## src/rtl/mmio_uart_tx.sv

```systemverilog
// Memory-mapped 8N1 UART transmitter: stores to TX_ADDR enqueue a byte into a
// small FIFO that a start/data/stop FSM drains onto txd.
module mmio_uart_tx #(
    parameter int          CLKS_PER_BIT = 868,
    parameter int          FIFO_DEPTH   = 8,
    parameter logic [31:0] TX_ADDR      = 32'h0000_1000,
    parameter logic [31:0] STATUS_ADDR  = 32'h0000_1004
) (
    input  logic        clk,
    input  logic        reset,
    input  logic        memWrite,
    input  logic [31:0] dataAddress,
    input  logic [31:0] storeData,
    output logic [31:0] statusData,
    output logic        txd,
    output logic        txBusy,
    output logic        overflow
);

    localparam int            PW        = $clog2(FIFO_DEPTH);
    localparam int            BW        = $clog2(CLKS_PER_BIT);
    localparam logic [BW-1:0] BAUD_LAST = BW'(CLKS_PER_BIT - 1);
    localparam logic [PW:0]   DEPTH_CNT = (PW + 1)'(FIFO_DEPTH);

    typedef enum logic [1:0] {IDLE, START, DATA, STOP} state_t;

    state_t        state, state_nx;
    logic [7:0]    mem [FIFO_DEPTH];
    logic [PW-1:0] wr_ptr, rd_ptr;
    logic [PW:0]   count;
    logic [BW-1:0] baud;
    logic [2:0]    bit_idx;
    logic [7:0]    shift, shift_nx;
    logic          full, empty, bit_end;
    logic          push_req, push, pop, drop, ovf_clr;
    logic          txd_nx;
    logic          unused_bits;

    assign push_req    = memWrite && (dataAddress == TX_ADDR);
    assign ovf_clr     = memWrite && (dataAddress == STATUS_ADDR) && storeData[0];
    assign full        = (count == DEPTH_CNT);
    assign empty       = (count == '0);
    assign bit_end     = (baud == BAUD_LAST);
    // A full FIFO still accepts a byte when the FSM pops in the same cycle.
    assign push        = push_req && (!full || pop);
    assign drop        = push_req && full && !pop;
    assign unused_bits = ^storeData[31:8];

    assign statusData  = {16'h0000, 8'(count), 4'h0, overflow, txBusy, empty, full};

    always_ff @(posedge clk or negedge reset) begin
        if (!reset) state <= IDLE;
        else        state <= state_nx;
    end

    always_comb begin
        state_nx = state;
        case (state)
            IDLE:    if (!empty) state_nx = START;
            START:   if (bit_end) state_nx = DATA;
            DATA:    if (bit_end && bit_idx == 3'd7) state_nx = STOP;
            STOP:    if (bit_end) state_nx = empty ? IDLE : START;
            default: state_nx = IDLE;
        endcase
    end

    always_comb begin
        txBusy = (state != IDLE);
        pop    = 1'b0;
        case (state)
            IDLE:    pop = !empty;
            STOP:    pop = bit_end && !empty;
            default: pop = 1'b0;
        endcase
        // txd is driven from the next state so the line register changes on the same edge as the FSM.
        case (state_nx)
            START:   txd_nx = 1'b0;
            DATA:    txd_nx = shift_nx[0];
            default: txd_nx = 1'b1;
        endcase
    end

    always_comb begin
        shift_nx = shift;
        if (pop)
            shift_nx = mem[rd_ptr];
        else if (state == DATA && bit_end)
            shift_nx = {1'b0, shift[7:1]};
    end

    always_ff @(posedge clk or negedge reset) begin
        if (!reset) begin
            wr_ptr   <= '0;
            rd_ptr   <= '0;
            count    <= '0;
            overflow <= 1'b0;
            baud     <= '0;
            bit_idx  <= 3'd0;
            txd      <= 1'b1;
        end else begin
            if (push) wr_ptr <= wr_ptr + 1'b1;
            if (pop)  rd_ptr <= rd_ptr + 1'b1;
            if (push != pop) count <= push ? count + 1'b1 : count - 1'b1;
            if (drop)         overflow <= 1'b1;
            else if (ovf_clr) overflow <= 1'b0;
            // Pops only happen in IDLE or on a bit boundary, so both restart the baud count.
            if (state == IDLE || bit_end) baud <= '0;
            else                          baud <= baud + 1'b1;
            if (state == START && bit_end)     bit_idx <= 3'd0;
            else if (state == DATA && bit_end) bit_idx <= bit_idx + 1'b1;
            txd <= txd_nx;
        end
    end

    always_ff @(posedge clk) begin
        if (push) mem[wr_ptr] <= storeData[7:0];
        shift <= shift_nx;
    end

endmodule

```

## config.mk

```make
export PLATFORM = sky130hd
export DESIGN_NAME = mmio_uart_tx
export DESIGN_NICKNAME = d
export VERILOG_FILES = /design/src/rtl/mmio_uart_tx.sv
export SDC_FILE = /design/constraint.sdc
export NUM_CORES = 1
export LEC_CHECK = 0
export ABC_AREA = 1
export ABC_CLOCK_PERIOD_IN_PS = 3500
export CORE_MARGIN = 2
export CORE_UTILIZATION = 51
export CTS_CLUSTER_SIZE = 8
export DETAILED_ROUTE_END_ITERATION = 12
export PLACE_DENSITY = 0.8
export SYNTH_ARGS = -nofsm -noshare
export SYNTH_HDL_FRONTEND = slang
export SYNTH_SLANG_ARGS = --single-unit
```

## constraint.sdc

```tcl
create_clock -name clk -period 3.5 [get_ports clk]
set_clock_uncertainty 0.15 [all_clocks]
set_input_delay 0.875 -clock clk [delete_from_list [all_inputs] [get_ports clk]]
set_output_delay 0.875 -clock clk [all_outputs]
set_load 0.05 [all_outputs]
```

### Word level (Yosys, flattened, before mapping)

Memory sizes are Yosys's and may differ from the RTL's.
Index checks and enable logic that the tools add are counted.

* flip-flop bits (word level): 35
* memory bits (writable): 64
* word-level logic and storage cells: 67
* memories: 1

Memories
* mem: words 8, width 8, read ports 1, clocked after Yosys merged registers in 0, wr ports 1, line 28 `logic [7:0] mem [FIFO_DEPTH];`

* add/sub/neg operators: 6
* eq/ne operators: 11
* mux-type cells: 18
* reductions and logical operators: 21

Operators with widths (number)
* $eq 32x13->1 const B: 2
* $mux 8: 2
* $add 10x1->10 const B: 1
* $eq 10x10->1 const B: 1
* $logic_and 1x1->1: 10
* $mux 10: 1
* $add 3x1->3 const B: 3
* $mux 2: 4
* $pmux 2 s4: 1
* $reduce_bool 2->1: 4
* $eq 2x2->1 const B: 3
* $mux 3: 2
* $mux 1: 5
* $add 4x1->4 const B: 1
* $eq 2x1->1 const B: 2
* $eq 4x4->1 const B: 1
* $logic_not 4->1: 1
* $mux 4: 1
* $pmux 1 s2: 2
* $sub 4x1->4 const B: 1
* $eq 3x3->1 const B: 1
* $logic_not 1->1: 3
* $logic_not 2->1: 1
* $logic_or 1x1->1: 2
* $ne 1x1->1: 1

### Longest topological paths before layout

* depth after elaboration: 8
* depth in mapped cells: 18
* gate-level depth less buffers: 18

### Worst setup path before layout

No wires, ideal clock.

* path kind: input to register
* start: in dataAddress[1]
* end: mem mem[1][0] (enable)
* setup time: 0.383 ns
* arrival: 2.333 ns
* required time: 2.967 ns
* path slack: 0.634 ns
* cell stages on the path: 8
* cells stage by stage: or2_1 -> nor2_1 -> nand3_2 -> nor2_4 -> nand2_4 -> inv_4 -> nand2_2 -> nor3_1

* cells in the longest elaborated chain, start to end: 5

RTL lines
* start: declaration: line 12 `input logic [31:0] dataAddress,`
* $eq 32x13->1: line 39 `assign push_req = memWrite && (dataAddress == TX_ADDR);`
* $logic_and 1x1->1: line 39
* $logic_and 1x1->1: line 45 `assign push = push_req && (!full || pop);`
* $mux 1: line 116 `if (push) mem[wr_ptr] <= storeData[7:0];`
* $mux 1 (not written as such): line 116
* end: declaration: line 28

Every way passes these cells.

### Worst setup path in the final report

* start: reg state[0]
* end: out txBusy

* cells in the longest elaborated chain, start to end: 1

RTL lines
* start: declaration: line 27 `state_t state, state_nx;`
* start signal: assignment: line 53 `else state <= state_nx;`
* $reduce_bool 2->1: line 68 `txBusy = (state != IDLE);`
* end: declaration: line 16 `output logic txBusy,`

Every way passes these cells.

==> run_results.csv <==
group,metric,value,unit
run_status,outcome,"finished clean",
min_path,hp-start,"baud[0]",
clocking,cts_sinks,99,
worst_setup_path,critPathLaunchType,"flop",
placement,place_congestion,0.8088,
timing,fin_setup_tns,0,ns
flow_run,maxCapViolations,0,
worst_setup_path,crit_arrival,2.16,ns
power_and_ir_drop,power_density,377.6,mW/mm²
placement,io_buffers,53,
drt,wire_per_inst,14.64,µm
yosys,synth-edff-count,71,
worst_setup_path,max_stage_delay,0.85,ns
min_path,hold_path_depth,1,
drt,ant_nets,0,
clocking,cts-buffers-inserted,9,
floorplanning,dieArea,0.01013,mm²
worst_setup_path,crit_slowest_cell,"clkdlybuf4s50_1",
drt,drc,0,
timing,clock.fmax,314.2,MHz
yosys,synth-main-ff-cell,"edfxtp_1",
floorplanning,die_w,100.6,µm
floorplanning,start_util,52.04,%
drt,drt_wl_total,9384,µm
timing,fin_crit,3.183,ns
timing,finalHoldViolations,0,
drt,viasPerCell,5.178,
floorplanning,io_pins,102,
worst_setup_path,path_buf_inv,3,
yosys,synth_cells,465,
yosys,yosys_register_bits,99,
placement,dp_cells,625,
worst_setup_path,crit_top_cell,"inv_1",
yosys,synth_cell_types,40,
clocking,cts_hold_buf,0,
worst_setup_path,r2r_cells,15,
timing,slew_violations,0,
worst_setup_path,rr_startpoint,"state[0]",
final_layout,fin_nets,604,
floorplanning,rows,35,
worst_setup_path,path_cells,"inv_1, ha_1, inv_1, clkdlybuf4s50_1",
timing,period_share,90.93,%
yosys,syn_area,0.004763,mm²
floorplanning,coreArea,0.009153,mm²
clocking,cts_resized,0,
worst_setup_path,crit_family,"buffers and inverters",
grt,grt-ovfl-total,0,
clocking,cts_setup_buffers,0,
worst_setup_path,required,2.47,ns
yosys,async_reset_ff_share,27.27,%
grt,grt_first_pass_wirelength,15630,µm
grt,grtUsageTotal,19.92,%
final_layout,layout.cells.non_filler,641,
worst_setup_path,worstPathMaxFanout,7,
yosys,avgSynthCellArea,10.24,µm²
clocking,cts_tree,"yes",
worst_setup_path,endpoint_kind,"output port",
yosys,ys.warnings.count,0,
worst_setup_path,reg2reg_to,"count[3]",
timing,setup_viol_count_final,0,
worst_setup_path,crit_path_start,"state[0]",
worst_setup_path,crit_type,"reg2out",
timing,slew_headroom,38.58,%
placement,dp_hpwl,6616,µm
worst_setup_path,r2r_slack,0.70,ns
drt,drt_iter0_drc,144,
final_layout,antenna_cells,0,
power_and_ir_drop,leakagePower,2.176,nW
timing,tightest_slew,0.9203,ns
clocking,clk_pin_slew,0.10,ns
grt,antenna_found_initial,0,
final_layout,final_cell_mix,"71 x edfxtp_1, 70 x nor2_1, 67 x nand2_1, 53 x clkdlybuf4s50_1, 35 x o21ai_0",
yosys,seq_area_frac_synth,59.39,%
final_layout,final_common_cell,"edfxtp_1",
drt,firstDrtPassIters,4,
timing,rsz0062_at_grt,"no",
min_path,holdCritPathClass,"reg2reg",
grt,grt_pass1_vias,3220,
final_layout,drive_gt1_share,10.57,%
min_path,min_to,"baud[0]",
floorplanning,die-height,100.6,µm
clocking,cts_root_buffer,"clkbuf_8",
clocking,h-tree-depth,3,
power_and_ir_drop,max-vdd-ir-drop,0.3346,mV
final_layout,syn2layout_area_growth,16.34,%
clocking,clk_path_buf_depth,2,
clocking,worstSkewPairLatency,0.37,ns
drt,num_vias,3319,
grt,grt_max_degree,35,
==> final cells by class <==
cell class | instances | area (µm²)
timing repair buffer | 66 | 628.1
sequential | 99 | 2829
fill | 760 | 3611
multi-input combinational | 317 | 1630
clock inverter | 7 | 68.82
tap | 111 | 138.9
inverter | 32 | 122.6
clock buffer | 9 | 123.9
==> layer usage <==
layer | vias up | routed length (µm) | GRT usage [%]
li1 | 1642 | - | -
met1 | 1580 | 3879 | 24.33
met2 | 91 | 4960 | 35.44
met3 | 6 | 458 | 4.854
met4 | 0 | 86 | 4.953
met5 | - | 0 | 0
==> worst max path at each step <==
stage,end,slack (ns),depth (start not counted)
3_5_place_dp,count[3],0.19,14
3_3_place_gp,count[3],0.21,14
6_report,txBusy,0.32,4
5_1_grt,txBusy,0.21,4
4_1_cts,txBusy,0.31,4
2_1_floorplan,mem[1][0],0.63,8
==> registers in the layout, summed over array words and instances (netlist names), 2 cells and up <==
signal   cells
bit_idx      3
state        2
shift        8
count        4
baud        10
mem         64
rd_ptr       3
wr_ptr       3
==> metrics by stage <==
stage	setup WS (ns)	utilization, %	hold WS, ns	area, µm²	power, mW
final	0.3174	60.55	0.3299	5542	2.093
after global routing	0.2080	60.55	0.3584	5542	2.160
after CTS	0.3122	60.55	0.3368	5542	2.111
after detailed placement	0.1900	58.44	0.3226	5349	1.407
after global placement	0.2147	58.44	0.3050	5349	1.404
after floorplan	0.6337	-	0.2829	4850	1.366
==> power by group <==
part	total [mW]	leakage [nW]	internal, mW	switching [mW]
clock network	0.712	0.102	0.280	0.433
logic	0.125	1.10	0.0450	0.0802
registers	1.26	0.970	1.26	0.00000000199
==> cells by family after synthesis <==
family / synth area share, %
buffers and inverters: 8.196
adders and majority gates: 3.310
other: 0.07873
xor gates and xnor gates: 1.287
DFF: 59.39
AOI/OAI and AO/OA: 8.380
and+or+nand+nor: 19.36
==> synthesized netlist by cell type, drive strengths merged, types with 3 or more instances <==
cell type	instances	area, µm²
or2	5	31.28
inv	31	118.9
nand3	23	135.1
nor2	75	309.0
nand2	79	341.6
o22ai	12	75.07
o21ai	36	183.9
buf	36	252.8
dfrtp	26	650.6
nor3b	3	22.52
ha	11	137.6
clkbuf	4	15.01
a21oi	20	100.1
edfxtp	71	2132
nor3	14	70.07
xor2	6	52.55
No activity file was read; power rests on OpenSTA's default activity.
